## src/rtl/efpga_frame_loader.sv

```systemverilog
// efpga_frame_loader: turns the 32-bit configuration word stream into
// FABulous-style frame writes. A sync word arms the loader; each frame is
// then a header word (column in [7:0], frame in [15:8]) followed by one data
// word per fabric row. Once the last row word is in, the loader pulses one
// frame-strobe bit for one cycle.
//
// Ports:
//   clk_i           system clock (single domain)
//   reset_n_i       asynchronous active-low reset
//   write_data_i    configuration word
//   write_strobe_i  write_data_i valid this cycle (no backpressure)
//   frame_data_o    assembled frame data, first word in the top 32 bits
//   frame_strobe_o  one-hot frame write pulse, index = column*FRAMES_PER_COLUMN+frame
//   active_o        high while the loader is not idle
//   error_o         sticky out-of-range header flag, cleared by sync from idle
//   frame_count_o   strobes issued since the last sync (wraps)
module efpga_frame_loader #(
  parameter int unsigned NUM_ROWS          = 16,
  parameter int unsigned NUM_COLUMNS       = 10,
  parameter int unsigned FRAMES_PER_COLUMN = 20,
  parameter logic [31:0] SYNC_WORD         = 32'hFAB0_FAB1,
  parameter logic [31:0] DESYNC_WORD       = 32'hFAB0_FAB0
) (
  input  logic                                      clk_i,
  input  logic                                      reset_n_i,
  input  logic [31:0]                               write_data_i,
  input  logic                                      write_strobe_i,
  output logic [32*NUM_ROWS-1:0]                    frame_data_o,
  output logic [NUM_COLUMNS*FRAMES_PER_COLUMN-1:0]  frame_strobe_o,
  output logic                                      active_o,
  output logic                                      error_o,
  output logic [15:0]                               frame_count_o
);

  localparam int unsigned WORD_W     = 32;
  localparam int unsigned DATA_W     = WORD_W * NUM_ROWS;
  localparam int unsigned NUM_FRAMES = NUM_COLUMNS * FRAMES_PER_COLUMN;
  localparam int unsigned IDX_W      = (NUM_FRAMES > 1) ? $clog2(NUM_FRAMES) : 1;
  localparam int unsigned ROW_W      = (NUM_ROWS > 1) ? $clog2(NUM_ROWS) : 1;
  localparam int unsigned CNT_W      = 16;

  localparam logic [1:0] ST_IDLE   = 2'd0;
  localparam logic [1:0] ST_HEADER = 2'd1;
  localparam logic [1:0] ST_DATA   = 2'd2;

  logic [1:0]            state_q,   state_d;
  logic [ROW_W-1:0]      row_q,     row_d;
  logic [IDX_W-1:0]      idx_q,     idx_d;
  logic                  discard_q, discard_d;
  logic                  error_q,   error_d;
  logic [CNT_W-1:0]      count_q,   count_d;
  logic [DATA_W-1:0]     data_q,    data_d;
  logic [NUM_FRAMES-1:0] strobe_q,  strobe_d;
  logic                  active_q;

  // Header field decode
  logic [7:0] hdr_col;
  logic [7:0] hdr_frm;
  logic       hdr_in_range;
  logic       last_row;

  assign hdr_col      = write_data_i[7:0];
  assign hdr_frm      = write_data_i[15:8];
  assign hdr_in_range = (32'(hdr_col) < NUM_COLUMNS) && (32'(hdr_frm) < FRAMES_PER_COLUMN);
  assign last_row     = (row_q == ROW_W'(NUM_ROWS - 1));

  // Next-state and next-output logic
  always_comb begin
    state_d   = state_q;
    row_d     = row_q;
    idx_d     = idx_q;
    discard_d = discard_q;
    error_d   = error_q;
    count_d   = count_q;
    data_d    = data_q;
    strobe_d  = '0;

    if (write_strobe_i) begin
      case (state_q)
        ST_IDLE: begin
          if (write_data_i == SYNC_WORD) begin
            state_d = ST_HEADER;
            error_d = 1'b0;
            count_d = '0;
          end
        end

        ST_HEADER: begin
          if (write_data_i == DESYNC_WORD) begin
            state_d = ST_IDLE;
          end else if (write_data_i != SYNC_WORD) begin
            state_d = ST_DATA;
            row_d   = '0;
            if (hdr_in_range) begin
              idx_d     = IDX_W'(32'(hdr_col) * FRAMES_PER_COLUMN + 32'(hdr_frm));
              discard_d = 1'b0;
            end else begin
              error_d   = 1'b1;
              discard_d = 1'b1;
            end
          end
        end

        ST_DATA: begin
          // Low DATA_W bits of the concatenation = shift left by one word
          data_d = DATA_W'({data_q, write_data_i});
          if (last_row) begin
            row_d   = '0;
            state_d = ST_HEADER;
            if (!discard_q) begin
              strobe_d[idx_q] = 1'b1;
              count_d         = count_q + CNT_W'(1);
            end
          end else begin
            row_d = row_q + ROW_W'(1);
          end
        end

        default: begin
          state_d = ST_IDLE;
        end
      endcase
    end
  end

  // State and output registers
  always_ff @(posedge clk_i or negedge reset_n_i) begin
    if (!reset_n_i) begin
      state_q   <= ST_IDLE;
      row_q     <= '0;
      idx_q     <= '0;
      discard_q <= 1'b0;
      error_q   <= 1'b0;
      count_q   <= '0;
      data_q    <= '0;
      strobe_q  <= '0;
      active_q  <= 1'b0;
    end else begin
      state_q   <= state_d;
      row_q     <= row_d;
      idx_q     <= idx_d;
      discard_q <= discard_d;
      error_q   <= error_d;
      count_q   <= count_d;
      data_q    <= data_d;
      strobe_q  <= strobe_d;
      active_q  <= (state_d != ST_IDLE);
    end
  end

  assign frame_data_o   = data_q;
  assign frame_strobe_o = strobe_q;
  assign active_o       = active_q;
  assign error_o        = error_q;
  assign frame_count_o  = count_q;

endmodule

```

## config.mk

```make
export PLATFORM = sky130hd
export DESIGN_NAME = efpga_frame_loader
export DESIGN_NICKNAME = d
export VERILOG_FILES = /design/src/rtl/efpga_frame_loader.sv
export SDC_FILE = /design/constraint.sdc
export NUM_CORES = 1
export LEC_CHECK = 0
export CAP_MARGIN = 0
export CORE_AREA = 2 2 296 298
export DETAILED_ROUTE_END_ITERATION = 10
export DIE_AREA = 0 0 298 300
export GPL_TIMING_DRIVEN = 0
export MAX_ROUTING_LAYER = met4
export PLACE_DENSITY = 0.54
export SLEW_MARGIN = 20
export SYNTH_ARGS = -nofsm -noshare
export SYNTH_HDL_FRONTEND = slang
export SYNTH_SLANG_ARGS = --single-unit
```

## constraint.sdc

```tcl
create_clock -name clk_i -period 2.45 [get_ports clk_i]
set_input_delay 0.49 -clock clk_i [delete_from_list [all_inputs] [get_ports clk_i]]
set_output_delay 0.49 -clock clk_i [all_outputs]
set_load 0.05 [all_outputs]
```

==> impl_metrics.ini <==
[synthesis]
avgSynthCellArea_um2 = 15.1
synth_cells = 1794
ys_types = 49
synth.most_common_cell = dfrtp_1
ys.flop_type = dfrtp_1
synth_warnings = 0
synth_seq_cells = 745
yosys.area.top_type = dfrtp_1
syn_area_um2 = 27100
synth_seq_area_share = 0.688
synth-edff-count = 0
ys_top_cells_by_count = 745 x dfrtp_1, 515 x mux2_2, 216 x nor2_1
synth_top_area_share = 0.688
async_reset_ff_frac = 1.00
synth.area.top_cells = dfrtp_1 69%, mux2_2 21%, nor2_1 3.0%
synth_nets = 1842

[sta]
finalCriticalPeriod_ns = 2.40
rsz0062_at_grt = true
fin_tns_setup_ns = 0
fin_crit_sh = 0.981
max_freq_mhz = 416
fin_hold_ws_ns = 0.225
finalHoldViolCount = 0
slew_violations = 0
clock_skew_ns = 0.0659
relSlewSlack = 0.467
setup_viol = 0
worst_pin_slew_ns = 0.800

[clock_network]
cts.sinks = 745
cts_inserted_buffers = 84
clk_latency_ns = 0.65
htreeDepth = 3
clockBufferDepth = 3
cts_tree = built
path_clk_slew_ns = 0.06
cts_root_buffer = clkbuf_16

[finish]
area_growth_pct = 45.4
final_core_util = 0.457
fill_cells = 7931
nets = 2710
layout-drive-gt1-share = 0.272
final_cells = 3883

[setup_path]
cp.required_ns = 1.96
crit_buf_inv = 1
critPathMaxStageDelay_ns = 0.90
worst_path_dominant_cell_family = buffers and inverters
endpoint_kind = output pin
worst_setup_path_start_kind = flip-flop
crit_path_top_delay_cell = clkdlybuf4s50_1
r2r_slack_ns = 0.08
critical_path.max_fanout = 3
critical_path_class = flip-flop to output pin
crit_chain = clkdlybuf4s50_1
worstPathArrival_ns = 1.91

[global_route]
grt_pass1_wl_um = 142000
grt_pass1_vias = 18900
overflow = 0
grt_max_degree = 105
antenna_found_initial = 9
grt.total_usage = 0.226

[power]
power_mw = 48.4
p_sw_mw = 20.3
swShare = 0.419
pwr-share-seq = 0.355
power.density_nw_per_um2 = 1230
pwr-share-clk = 0.261
p_leak_nw = 18.4
power_frac_comb = 0.384
p_int_mw = 28.1
irDropWorstVdd_v = 0.000947

[floorplan]
ioPinCount = 765
core_um2 = 86200
die_x_um = 298
fp.dieH_um = 300
rows = 108
initial_core_util = 0.314
die_area_um2 = 89400

[drt]
drc = 0
vias = 18300
drt.antenna.violating_nets = 0
wl_per_cell_um = 25.8
first_pass_iters = 5
dr.first_iter.drc_count = 921
routed_wl_um = 100000
viasPerCell = 4.71

[status]
outcome = completed

[placement]
port_buffers = 763
dp_hpwl_um = 78700
gp_congestion = 0.884
dp_cells = 3720

[min_path]
hold_class = input port to async pin

[job]
drv_cap = 0
-- final timing paths --
path                                   from                end  cells after the start
setup / recovery           frame_data_o[48]   frame_data_o[48]                      1
hold / removal                    reset_n_i  frame_data_o[488]                      2
setup reg to reg                 state_q[0]  frame_strobe_o[4]                      7
hold reg to reg            frame_data_o[15]   frame_data_o[47]                      1
max in group asynchronous         reset_n_i   frame_data_o[14]                      6
min in group clk_i           write_strobe_i         state_q[0]                      2
-- metal layers --
| metal | global-route usage | wire (µm) | share of wire |
|---|---|---|---|
| met1 | 0.259 | 38800 | 0.39 |
| met2 | 0.397 | 52800 | 0.53 |
| met3 | 0.0478 | 5620 | 0.056 |
| met4 | 0.0627 | 2950 | 0.029 |
| met5 | - | 0 | 0 |
-- what timing repair did --
item / CTS / global route
gates cloned: 0 / 2
hold buffers: 1 / 0
endpoints found under the hold margin: 86 / 0
resized for setup: 167 / 69
pin swaps: 3 / 1
endpoints found under the setup margin: 829 / 569
buffers inserted: 8 / 3
-- logic make-up (layout without fill, tap and decap cells) --
family          after synthesis  in the layout  synth area share
compound gates               61             61            0.0157
xor+xnor                      8              8           0.00259
fa+ha+maj                    13             13           0.00656
buf+inv                     101           1031            0.0140
flops                       745            745             0.688
mux                         517            517             0.215
other cells                   0              4                 0
simple gates                349            349            0.0585
-- cell usage in the layout (no fill, tap or decap), drive strengths merged, types with 5 or more instances in the layout --
| master | count |
|---|---|
| ha | 11 |
| bufinv | 5 |
| dlymetal6s2s | 11 |
| dlygate4sd2 | 110 |
| o21ai | 11 |
| inv | 12 |
| nor4 | 6 |
| or2 | 7 |
| xnor2 | 8 |
| nand2 | 36 |
| mux2 | 515 |
| nand3 | 33 |
| o31ai | 8 |
| nor3 | 6 |
| buf | 32 |
| dfrtp | 745 |
| clkinv | 11 |
| nor2b | 9 |
| nor2 | 216 |
| clkbuf | 204 |
| a21oi | 15 |
| clkdlybuf4s50 | 641 |
-- sequential cells by signal, indices dropped and copies added, names as in the netlist --
signal	cells
discard_q	1
frame_data_o	512
idx_q	8
frame_count_o	16
state_q	2
active_o	1
row_q	4
frame_strobe_o	200
error_o	1
-- worst reg2reg max path, delay by kind of cell (launching register included) --
family / cells / cell delay, ns
buffers and inverters: 3 / 0.71
flip-flops: 1 / 0.36
AND/OR/NAND/NOR: 4 / 1.20
-- power by group through the flow --
stage	sequential (mW)	combinational (mW)	clock [mW]
floorplan	25.1	3.07	0
global placement	17.4	19.0	0
detailed placement	17.5	19.2	0
CTS	17.2	18.8	13.0
global route	17.6	19.1	13.5
finish	17.2	18.6	12.6
-- per-stage QoR --
stage	setup slack, ns	cell area (µm²)
2_1_floorplan	0.100	27100
3_3_place_gp	-32.26	36200
3_5_place_dp	-1.13	36400
4_1_cts	-0.243	39200
5_1_grt	-0.0701	39400
6_report	0.0461	39400
-- final cells by class --
class                           instances  area (µm²)  share of cell area
Clock buffer                          127        2430              0.0618
Buffer                                 87         428              0.0109
Clock inverter                         21         357             0.00905
Sequential cell                       745       18600               0.473
Inverter                               11        41.3             0.00105
Antenna cell                            4        10.0            0.000254
Timing Repair Buffer                  785        7920               0.201
Multi-Input combinational cell        948        8130               0.206
Tap cell                             1155        1450              0.0367
Note: power is estimated with default switching activity, not from simulation.
==> RTL edit (config.mk and constraints unchanged) <==
`FRAMES_PER_COLUMN`: 20 -> 10.
--- a/src/rtl/efpga_frame_loader.sv
+++ b/src/rtl/efpga_frame_loader.sv
@@ -19,3 +19,3 @@
   parameter int unsigned NUM_COLUMNS       = 10,
-  parameter int unsigned FRAMES_PER_COLUMN = 20,
+  parameter int unsigned FRAMES_PER_COLUMN = 10,
   parameter logic [31:0] SYNC_WORD         = 32'hFAB0_FAB1,
Interface: changed (resized frame_strobe_o); port bits go from 765 to 665. The function was not compared with the original's and may differ.
==> RTL edit against the original RTL <==
Non-clock buffer count is 64 lower. Area after synthesis is 10% lower. Sequential power is 9.9% lower. Sequential cell count is 101 lower. Count of clock-buffer cells in the layout is 20 lower. Total power is 12% lower. Design area is 11% lower. Setup slack worse by 0.015 ns. Final cell count is 18% higher. Wire length is 4.8% lower. Sequential share of layout area is 1.4 points lower.
==> RTL edit: results (changes against the original RTL) <==
| Metric | Value |
|---|---|
| Status | completed (unchanged) |
| Post-synthesis sequential area ratio | 66.4% (was 68.8%) |
| Dpl cells | 4458 (was 3720) |
| Nets@finish | 3433 (was 2710) |
| Worst skew pair latency | 0.63 ns (was 0.65 ns) |
| Mean Syn Cell Area | 9.22 um^2 (was 15.1 um^2) |
| Peak supply drop | 901 uV (was 947 uV) |
| Largest net degree at the start of global routing | 95 (was 105) |
| 1st-iter DRT viols | 1208 (was 921) |
| Port bufs | 664 (was 763) |
| Post-synthesis cell type count | 53 (was 49) |
| Detail Placement HPWL | 74.5 mm (was 78.7 mm) |
| CP max-delay cell | clkdlybuf4s50_1 (unchanged) |
| DR WL met3 | 7.26 mm (was 5.62 mm) |
| Max-slew headroom | 43.4% (was 46.7%) |
| Synth cell count leaders | nand2_1 (1557), dfrtp_1 (644), clkbuf_1 (121) (was dfrtp_1 (745), mux2_2 (515), nor2_1 (216)) |
| Post-placement cell area | 32600 um^2 (was 36400 um^2) |
| Final WL | 95.3 mm (was 100 mm) |
| Initial antenna violation count | 12 (was 9) |
| Synth area leaders | dfrtp_1 (66%), nand2_1 (24%), clkbuf_1 (1.9%), nor2_1 (1.7%), ha_1 (0.57%) (was dfrtp_1 (69%), mux2_2 (21%), nor2_1 (3.0%), clkbuf_1 (1.2%), nand3_1 (0.61%)) |
| Clock Tree Root | clkbuf_16 (unchanged) |
| GP Congestion | 0.867 (was 0.884) |
| Proportion of synthesized area in mux cells | 0.361% (was 21.5%) |
| Metal1 wirelength | 38.6 mm (was 38.8 mm) |
| Tot GR Track Use | 21.7% (was 22.6%) |
| Layout cells sized above 1 | 6.19% (was 27.2%) |
| Post-Synth Adder-Cell Area | 0.732% (was 0.656%) |
| CTS buffer count | 74 (was 84) |
| Worst Skew | 0.0363 ns (was 0.0659 ns) |
| Vias in the first global route | 20500 (was 18900) |
| WP data arrival | 1.93 ns (was 1.91 ns) |
| Leakage | 18.2 nW (was 18.4 nW) |
| Synth Area in Compound Gates | 1.61% (was 1.57%) |
| Metal2 WL | 46.5 mm (was 52.8 mm) |
| Worst hold path class | input port to flop (was input port to asynchronous set/reset pin) |
| Post-synthesis xor/xnor area fraction | 0.289% (was 0.259%) |
| CP Max Fanout | 3 (unchanged) |
| Via count | 20300 (was 18300) |
-- RTL edit: cell count changes after synthesis, sizes merged, moves of 6 or more --
cell,unedited run,this run
inv,11,17
dfrtp,745,644
o21ai,11,21
mux2,515,6
clkbuf,88,124
nand4,4,11
nand3,33,15
nor2,216,108
or2,7,1
nand2,36,1557
-- RTL edit: report_power, final --
group	total [mW]	internal [mW]	switching, mW
clock network	11.0	6.35	4.62
registers	15.5	12.9	2.66
logic	16.2	4.41	11.8
total	42.7	23.6	19.1
-- RTL edit: path summary, 6_finish.rpt --
| kind | endpoint | slack (ns) | cells after the start | startpoint |
|---|---|---|---|---|
| max in group asynchronous | frame_data_o[185] | 0.26 | 6 | reset_n_i |
| setup / recovery | frame_data_o[38] | 0.03 | 1 | frame_data_o[38] |
| setup reg to reg | frame_data_o[46] | 0.11 | 6 | state_q[1] |
| hold reg to reg | frame_data_o[493] | 0.47 | 2 | frame_data_o[493] |
| hold / removal | frame_data_o[1] | 0.33 | 3 | write_data_i[1] |
| min in group asynchronous | frame_data_o[507] | 0.37 | 2 | reset_n_i |
-- RTL edit: cell type report --
cell class,instances,area [um^2]
sequential,644,16100
timing repair buffer,679,6880
tap,1155,1450
clock inverter,23,231
fill,8792,51100
buffer,129,588
clock buffer,107,2190
multi-input combinational,1840,7610
inverter,17,63.8
antenna,6,15.0
-- RTL edit: timing repair --
item	in CTS	in global routing
buffers inserted	3	2
hold endpoints to repair	49	0
gates cloned	0	1
gates resized for setup	127	83
endpoints found under the setup margin	635	317
pin swaps	2	3
hold buffers	1	0
-- RTL edit: routing by layer --
layer / GRT usage, % / vias to the layer above
li1: - / 9648
met1: 25.6 / 9801
met2: 35.9 / 695
met3: 5.74 / 136
met4: 7.23 / 0
met5: - / -
